File: src/rtl/uart_telemetry_framer_pkg.sv
// rtl/uart_telemetry_framer_pkg.sv - shared types and frame geometry for the telemetry framer
package uart_telem_pkg;

  typedef enum logic [1:0] {
    ST_IDLE  = 2'd0,
    ST_LATCH = 2'd1,
    ST_SEND  = 2'd2,
    ST_WAIT  = 2'd3
  } state_t;

  localparam int          HEADER_LEN = 4;
  localparam logic [31:0] HEADER     = 32'hFF00_00FF;
  localparam logic [7:0]  TRAILER    = 8'hFF;

  function automatic int frame_len(input int num_ch);
    return 3 * num_ch + 6;
  endfunction

  function automatic int period_cyc(input int clk_fre, input int period_ms);
    return clk_fre * 1000 * period_ms;
  endfunction

endpackage

File: src/rtl/sync_fifo.sv
// rtl/sync_fifo.sv - synchronous FIFO with show-ahead read data, used as the echo buffer
module sync_fifo #(
  parameter int WIDTH = 8,
  parameter int DEPTH = 16
) (
  input  logic             clk_i,
  input  logic             rst_i,
  input  logic             wr_en_i,
  input  logic [WIDTH-1:0] wr_data_i,
  input  logic             rd_en_i,
  output logic [WIDTH-1:0] rd_data_o,
  output logic             full_o,
  output logic             empty_o
);

  localparam int AW = $clog2(DEPTH);

  logic [WIDTH-1:0] mem_q [DEPTH];
  logic [AW:0]      wptr_q;
  logic [AW:0]      rptr_q;

  // Extra pointer bit distinguishes full from empty when the indices match.
  assign empty_o   = (wptr_q == rptr_q);
  assign full_o    = (wptr_q[AW] != rptr_q[AW]) && (wptr_q[AW-1:0] == rptr_q[AW-1:0]);
  assign rd_data_o = mem_q[rptr_q[AW-1:0]];

  always_ff @(posedge clk_i) begin
    if (wr_en_i && !full_o) begin
      mem_q[wptr_q[AW-1:0]] <= wr_data_i;
    end
  end

  always_ff @(posedge clk_i) begin
    if (rst_i) begin
      wptr_q <= '0;
      rptr_q <= '0;
    end else begin
      if (wr_en_i && !full_o) begin
        wptr_q <= wptr_q + (AW+1)'(1);
      end
      if (rd_en_i && !empty_o) begin
        rptr_q <= rptr_q + (AW+1)'(1);
      end
    end
  end

endmodule

File: src/rtl/uart_telemetry_framer.sv
// rtl/uart_telemetry_framer.sv - periodic checksummed sample framer with host-byte echo
module uart_telemetry_framer
  import uart_telem_pkg::*;
#(
  parameter int CLK_FRE    = 100,
  parameter int NUM_CH     = 2,
  parameter int SAMPLE_W   = 12,
  parameter int PERIOD_MS  = 1000,
  parameter int ECHO_DEPTH = 16
) (
  input  logic                       sys_clk,
  input  logic                       sys_rst,
  input  logic                       enable,
  input  logic [NUM_CH*SAMPLE_W-1:0] samples_in,
  output logic [7:0]                 tx_data,
  output logic                       tx_data_valid,
  input  logic                       tx_data_ready,
  input  logic [7:0]                 rx_data,
  input  logic                       rx_data_valid,
  output logic                       rx_data_ready,
  output logic                       frame_done,
  output logic [15:0]                frame_cnt,
  output logic                       echo_ovf,
  output logic                       frame_overrun
);

  localparam int FLEN  = frame_len(NUM_CH);
  localparam int PCYC  = period_cyc(CLK_FRE, PERIOD_MS);
  localparam int IDX_W = $clog2(FLEN);
  localparam int CH_W  = (NUM_CH > 1) ? $clog2(NUM_CH) : 1;
  localparam int TMR_W = $clog2(PCYC) + 1;

  localparam logic [IDX_W-1:0] IDX_HDR_END = IDX_W'(HEADER_LEN);
  localparam logic [IDX_W-1:0] IDX_CHK     = IDX_W'(FLEN - 2);
  localparam logic [IDX_W-1:0] IDX_LAST    = IDX_W'(FLEN - 1);
  localparam logic [TMR_W-1:0] TMR_EXPIRE  = TMR_W'(PCYC - 1);

  state_t           state_q;
  logic [15:0]      snap_q [NUM_CH];
  logic [IDX_W-1:0] idx_q;
  logic [CH_W-1:0]  ch_q;
  logic [1:0]       sub_q;
  logic [7:0]       chk_q;
  logic [TMR_W-1:0] tmr_q;
  logic [7:0]       tx_data_q;
  logic             tx_valid_q;
  logic             frame_done_q;
  logic [15:0]      frame_cnt_q;
  logic             echo_ovf_q;
  logic             overrun_q;

  logic [7:0] byte_d;
  logic       pop_d;
  logic       is_ch_byte;
  logic       expired;
  logic       tx_accept;
  logic       fifo_full;
  logic       fifo_empty;
  logic [7:0] fifo_rdata;

  assign expired    = (tmr_q == TMR_EXPIRE);
  assign tx_accept  = tx_valid_q && tx_data_ready;
  assign is_ch_byte = (idx_q >= IDX_HDR_END) && (idx_q < IDX_CHK);

  sync_fifo #(
    .WIDTH (8),
    .DEPTH (ECHO_DEPTH)
  ) u_echo_fifo (
    .clk_i     (sys_clk),
    .rst_i     (sys_rst),
    .wr_en_i   (rx_data_valid),
    .wr_data_i (rx_data),
    .rd_en_i   (pop_d),
    .rd_data_o (fifo_rdata),
    .full_o    (fifo_full),
    .empty_o   (fifo_empty)
  );

  always_comb begin
    byte_d = TRAILER;
    if (idx_q < IDX_HDR_END) begin
      case (idx_q[1:0])
        2'd0:    byte_d = HEADER[31:24];
        2'd1:    byte_d = HEADER[23:16];
        2'd2:    byte_d = HEADER[15:8];
        default: byte_d = HEADER[7:0];
      endcase
    end else if (idx_q == IDX_CHK) begin
      byte_d = chk_q;
    end else if (is_ch_byte) begin
      case (sub_q)
        2'd0:    byte_d = 8'(ch_q);
        2'd1:    byte_d = snap_q[ch_q][15:8];
        default: byte_d = snap_q[ch_q][7:0];
      endcase
    end
  end

  // Echo only between frames; in WAIT a reached expiry blocks further pops.
  always_comb begin
    pop_d = 1'b0;
    if (!tx_valid_q && !fifo_empty) begin
      if (state_q == ST_WAIT && !expired) pop_d = 1'b1;
      if (state_q == ST_IDLE && !enable)  pop_d = 1'b1;
    end
  end

  always_ff @(posedge sys_clk) begin
    if (sys_rst) begin
      state_q      <= ST_IDLE;
      for (int k = 0; k < NUM_CH; k++) snap_q[k] <= '0;
      idx_q        <= '0;
      ch_q         <= '0;
      sub_q        <= '0;
      chk_q        <= '0;
      tmr_q        <= '0;
      tx_data_q    <= '0;
      tx_valid_q   <= 1'b0;
      frame_done_q <= 1'b0;
      frame_cnt_q  <= '0;
      echo_ovf_q   <= 1'b0;
      overrun_q    <= 1'b0;
    end else begin
      frame_done_q <= 1'b0;
      if (rx_data_valid && fifo_full)    echo_ovf_q <= 1'b1;
      if (state_q == ST_SEND && expired) overrun_q  <= 1'b1;
      if (state_q == ST_LATCH)           tmr_q      <= TMR_W'(1);
      else if (!expired)                 tmr_q      <= tmr_q + TMR_W'(1);
      if (tx_accept)                     tx_valid_q <= 1'b0;

      case (state_q)
        ST_IDLE: begin
          if (pop_d) begin
            tx_valid_q <= 1'b1;
            tx_data_q  <= fifo_rdata;
          end else if (!tx_valid_q && enable) begin
            state_q <= ST_LATCH;
          end
        end
        ST_LATCH: begin
          for (int k = 0; k < NUM_CH; k++) begin
            snap_q[k] <= 16'(samples_in[k*SAMPLE_W +: SAMPLE_W]);
          end
          idx_q   <= '0;
          ch_q    <= '0;
          sub_q   <= '0;
          chk_q   <= '0;
          state_q <= ST_SEND;
        end
        ST_SEND: begin
          if (tx_accept) begin
            if (idx_q == IDX_LAST) begin
              frame_done_q <= 1'b1;
              frame_cnt_q  <= frame_cnt_q + 16'd1;
              state_q      <= ST_WAIT;
            end else begin
              idx_q <= idx_q + IDX_W'(1);
            end
            if (is_ch_byte) begin
              chk_q <= chk_q + tx_data_q;
              if (sub_q == 2'd2) begin
                sub_q <= 2'd0;
                ch_q  <= ch_q + CH_W'(1);
              end else begin
                sub_q <= sub_q + 2'd1;
              end
            end
          end else if (!tx_valid_q) begin
            tx_valid_q <= 1'b1;
            tx_data_q  <= byte_d;
          end
        end
        default: begin
          if (pop_d) begin
            tx_valid_q <= 1'b1;
            tx_data_q  <= fifo_rdata;
          end else if (!tx_valid_q && expired) begin
            state_q <= enable ? ST_LATCH : ST_IDLE;
          end
        end
      endcase
    end
  end

  assign tx_data       = tx_data_q;
  assign tx_data_valid = tx_valid_q;
  assign rx_data_ready = !fifo_full;
  assign frame_done    = frame_done_q;
  assign frame_cnt     = frame_cnt_q;
  assign echo_ovf      = echo_ovf_q;
  assign frame_overrun = overrun_q;

endmodule
File: config.mk
export PLATFORM = sky130hd
export DESIGN_NAME = uart_telemetry_framer
export DESIGN_NICKNAME = d
export VERILOG_FILES = /design/src/rtl/uart_telemetry_framer_pkg.sv /design/src/rtl/sync_fifo.sv /design/src/rtl/uart_telemetry_framer.sv
export SDC_FILE = /design/constraint.sdc
export NUM_CORES = 1
export LEC_CHECK = 0
export ABC_AREA = 0
export BUFFER_PORTS_ARGS = -buffer_cell sky130_fd_sc_hd__buf_2
export CORE_ASPECT_RATIO = 1.4
export CORE_MARGIN = 2
export CORE_UTILIZATION = 50
export DETAILED_ROUTE_END_ITERATION = 6
export GPL_ROUTABILITY_DRIVEN = 1
export PLACE_DENSITY = 0.78
export SLEW_MARGIN = 40
export SYNTH_ARGS = -nofsm -noshare
export SYNTH_HDL_FRONTEND = slang
export SYNTH_SLANG_ARGS = --single-unit
File: constraint.sdc
create_clock -name sys_clk -period 2.4 [get_ports sys_clk]
set_clock_uncertainty 0.1 [all_clocks]
set_input_delay 0.48 -clock sys_clk [delete_from_list [all_inputs] [get_ports sys_clk]]
set_output_delay 0.48 -clock sys_clk [all_outputs]
set_load 0.02 [all_outputs]
==> summary.txt <==
Run status
  – Status: completed

Synth
  – Cell count after synthesis: 866
  – Post-synthesis adder-cell area fraction: 0.0263
  – Mux cell area share after synthesis: 0.0868
  – Post-synthesis sequential area ratio: 0.588
  – Largest family of logic cells by synthesized area: simple AND/OR/NAND/NOR gates
  – Most frequent cell after synthesis: edfxtp_1
  – Area share of and/or/nand/nor cells after synthesis: 0.140
  – Synth Flop Type: edfxtp_1
  – Synth Area in Compound Gates: 0.100
  – Synth top area cells: edfxtp_1 42%, dfxtp_1 16%, mux4_2 6.7%
  – Synth top area share: 0.424
  – Netlist cell types: between 70 and 80
  – Post-synth EDFFs: ~150
  – Post-synthesis register bit count: 240
  – Ys async rst share: 0
  – Xor and xnor fraction of the mapped netlist area: 0.0334
  – Largest area contributor in the netlist: edfxtp_1
  – Post-synthesis cell area: between 10000 and 15000 µm²
  – Synth cell count leaders: 152 x edfxtp_1, 88 x dfxtp_1, 71 x nor2_1
  – Syn avg cell area: roughly 12 µm²
  – Ys Warns: 0
  – Mapped Nets: between 900 and 1000

Worst setup path
  – Crit-path slowest cell: dfxtp_1
  – RR Endpoint: tmr_q[27]
  – Endpoint class of the critical path: output port
  – Crit-path max cell delay: approximately 440 ps
  – FF-to-FF path depth: 6
  – Reg2reg start: tmr_q[0]
  – Critical Path AT: roughly 1700 ps
  – CP Class: reg -> out
  – CP max FO: 6
  – CP cell instances: xnor2_1 > and4_2 > nand2_1 > buf_2
  – R2r setup slk: 110 ps
  – Critical path launch point type: flop
  – Data required time of the worst path: around 1800 ps

Timing
  – Fmax: around 430 MHz
  – Pin slew with the least headroom to its limit: around 800 ps
  – Period utilization: 0.962
  – Worst slew margin: 0.465
  – Final Setup Violations: 0
  – RSZ-0062 raised after global routing: false
  – Final hold violation count: 0
  – Hold Slack: between 150 and 200 ps
  – Tmin final: approximately 2300 ps
  – Slew Viols, Final: 0

Floorplanning
  – Die W: around 130 µm
  – Starting Density: 0.509
  – Num ports: 66
  – Row Count: 63
  – Die Span Y: about 180 µm
  – CORE AREA: approximately 21000 µm²
  – Die area: roughly 23000 µm²

Detailed routing
  – Drt total wl: approximately 24 mm
  – Vias per cell: 5.90
  – First-iteration detailed-routing DRC count: ~750
  – DR vias: 7374
  – Residual DRC: 0
  – DRT Pass-1 Iters: 5
  – Post-DR wirelength/cell: between 15 and 20 µm
  – Post-DRT Antenna Nets: 0

Hold path
  – Worst hold path depth: 2
  – Min-delay src: samples_in[12]
  – Hold path endpoint: snap_q[1][0]
  – Path category of the worst min-delay check: in -> reg

Clock network
  – Htree depth: 1
  – Worst-Skew Late Latency: roughly 520 ps
  – # hold bufs at CTS: 0
  – CTS Buffer Depth: 3
  – CTS buffer count: 24
  – Reg clk slew, reported paths: about 60 ps
  – TritonCTS clock tree: done
  – Clk sinks: 240
  – Clock Tree Root: clkbuf_16

Pwr
  – Net Sw Power: around 2.6 mW
  – Sw Share: 0.263
  – Power density over the cells: 804 nW/µm²
  – Total chip power: 10.0 mW
  – LEAKAGE: 4.49 nW
  – Comb pwr share: 0.176
  – Max VDD drop: a little under 600 µV
  – P_int: 7.37 mW
  – Clk pwr share: 0.348
  – Flop pwr share: 0.476

Global route
  – Initial antenna violation count: 0
  – GRT Util Overall: 0.210
  – Pin count of the biggest net entering global routing: 36
  – Vias in the first global route: 7320
  – Gr ovfl total: 0
  – First-pass GRT wire length: between 30 and 40 mm

Place
  – # port buffers: 65
  – HPWL after detailed placement: 16.4 mm
  – Post-DP Area: 11700 µm²
  – Final GP Congestion: 0.876

Finish
  – Number of fill cells: approximately 1600
  – Diode count: 0
  – Layout cells sized above 1: 0.222
  – Final Net Count: 1030
  – Layout area overhead: 15.7%
  – Final Instance Area: ~12000 µm²

Flow run
  – Max Cap Violations: 0
cells in the final DEF (no fill, tap or decap), types with 4 or more instances in the layout:
master / synthesis / routed
a211oi_1: 9 / 9
a21oi_1: 55 / 54
a22oi_1: 6 / 6
a31oi_1: 8 / 8
and3_1: 32 / 32
and4_1: 11 / 9
buf_2: 11 / 65
buf_4: 2 / 60
clkbuf_16: 0 / 25
clkinv_1: 1 / 11
clkinv_2: 0 / 4
dfxtp_1: 88 / 87
edfxtp_1: 152 / 152
ha_1: 21 / 21
inv_1: 12 / 11
mux2_2: 10 / 10
mux2i_1: 10 / 10
mux4_2: 32 / 32
nand2_1: 50 / 50
nand2b_1: 11 / 11
nand3_1: 31 / 31
nand3b_1: 5 / 5
nand4_1: 15 / 15
nor2_1: 71 / 71
nor2b_1: 8 / 8
nor3_1: 13 / 13
o211ai_1: 6 / 6
o21ai_0: 27 / 27
o22ai_1: 6 / 6
o311ai_0: 4 / 4
o31ai_1: 9 / 9
or3_1: 8 / 8
or4_1: 9 / 9
xnor2_1: 22 / 22
xor2_1: 19 / 19
worst max-delay path, delay by kind of cell, from the launching register on:
family                 cells  cell delay, ps
flip-flops                 1             440
buffers and inverters      1             180
AND/OR/NAND/NOR            2             430
XOR/XNOR                   1             170
cells by family (layout without fill, tap and decap cells):
family,count (synthesis),in the layout
AO/OA/AOI/OAI,164,164
buffers and inverters,62,185
multiplexers,52,52
XOR/XNOR,41,41
AND/OR/NAND/NOR,285,285
adder cells (fa/ha/maj),22,22
flip-flops,240,240
final cells by class:
class	count	area, µm²	area share
clock inverter	17	97.6	0.00784
multi-input combinational	564	4180	0.336
sequential	240	6330	0.508
tap	260	325	0.0261
clock buffer	27	633	0.0509
inverter	13	48.8	0.00392
timing repair buffer	128	836	0.0672
worst max-delay path by stage:
stage / startpoint / endpoint / slack (ps) / depth (start not counted)
2_1_floorplan: u_echo_fifo.wptr_q[2] / u_echo_fifo.mem_q[0][0] / -20 / 7
3_3_place_gp: tmr_q[0] / tmr_q[27] / 100 / 6
3_5_place_dp: tmr_q[0] / tmr_q[25] / 50 / 6
4_1_cts: u_echo_fifo.wptr_q[0] / rx_data_ready / 40 / 4
5_1_grt: tmr_q[0] / tmr_q[27] / 10 / 6
6_report: u_echo_fifo.wptr_q[0] / rx_data_ready / 90 / 4
registers in the layout, summed over array words and instances (netlist names), named ones only:
name and cells:
u_echo_fifo.rptr_q 5, chk_q 8, u_echo_fifo.mem_q 128, echo_ovf 1
tx_data 8, frame_overrun 1, sub_q 2, ch_q 1
u_echo_fifo.wptr_q 5, frame_cnt 16, tx_data_valid 1, state_q 2
snap_q 24, frame_done 1, idx_q 4, tmr_q 28
per-stage QoR:
step           setup TNS [ps]  utilization  std cells  setup WS [ps]
2_1_floorplan            -525            -        866          -21.9
6_report                    0        0.589       1249           91.3
5_1_grt                     0        0.589       1249           9.50
3_3_place_gp                0        0.553       1205            103
3_5_place_dp                0        0.553       1205           52.3
4_1_cts                     0        0.588       1249           35.1
power by group through the flow:
stage / Clock (mW) / Sequential, mW / Combinational [mW]
5_1_grt: 3.72 / 4.78 / 1.91
3_5_place_dp: 0 / 4.85 / 1.74
2_1_floorplan: 0 / 4.84 / 1.12
3_3_place_gp: 0 / 4.84 / 1.70
6_report: 3.48 / 4.76 / 1.76
4_1_cts: 3.55 / 4.76 / 1.75
metal layers:
metal | vias to the layer above | GRT usage | part of all wire
met4 | 0 | 0.0733 | 0.028
met2 | 212 | 0.375 | 0.51
met1 | 3590 | 0.263 | 0.41
met5 | - | 0 | 0
met3 | 44 | 0.0253 | 0.052
li1 | 3528 | - | -
repair_timing:
item	CTS	global route
resized for setup	1	6
setup endpoints to repair	1	5
buffers inserted	0	0
pin swaps	0	1
Power figures use the tool's default switching activity.
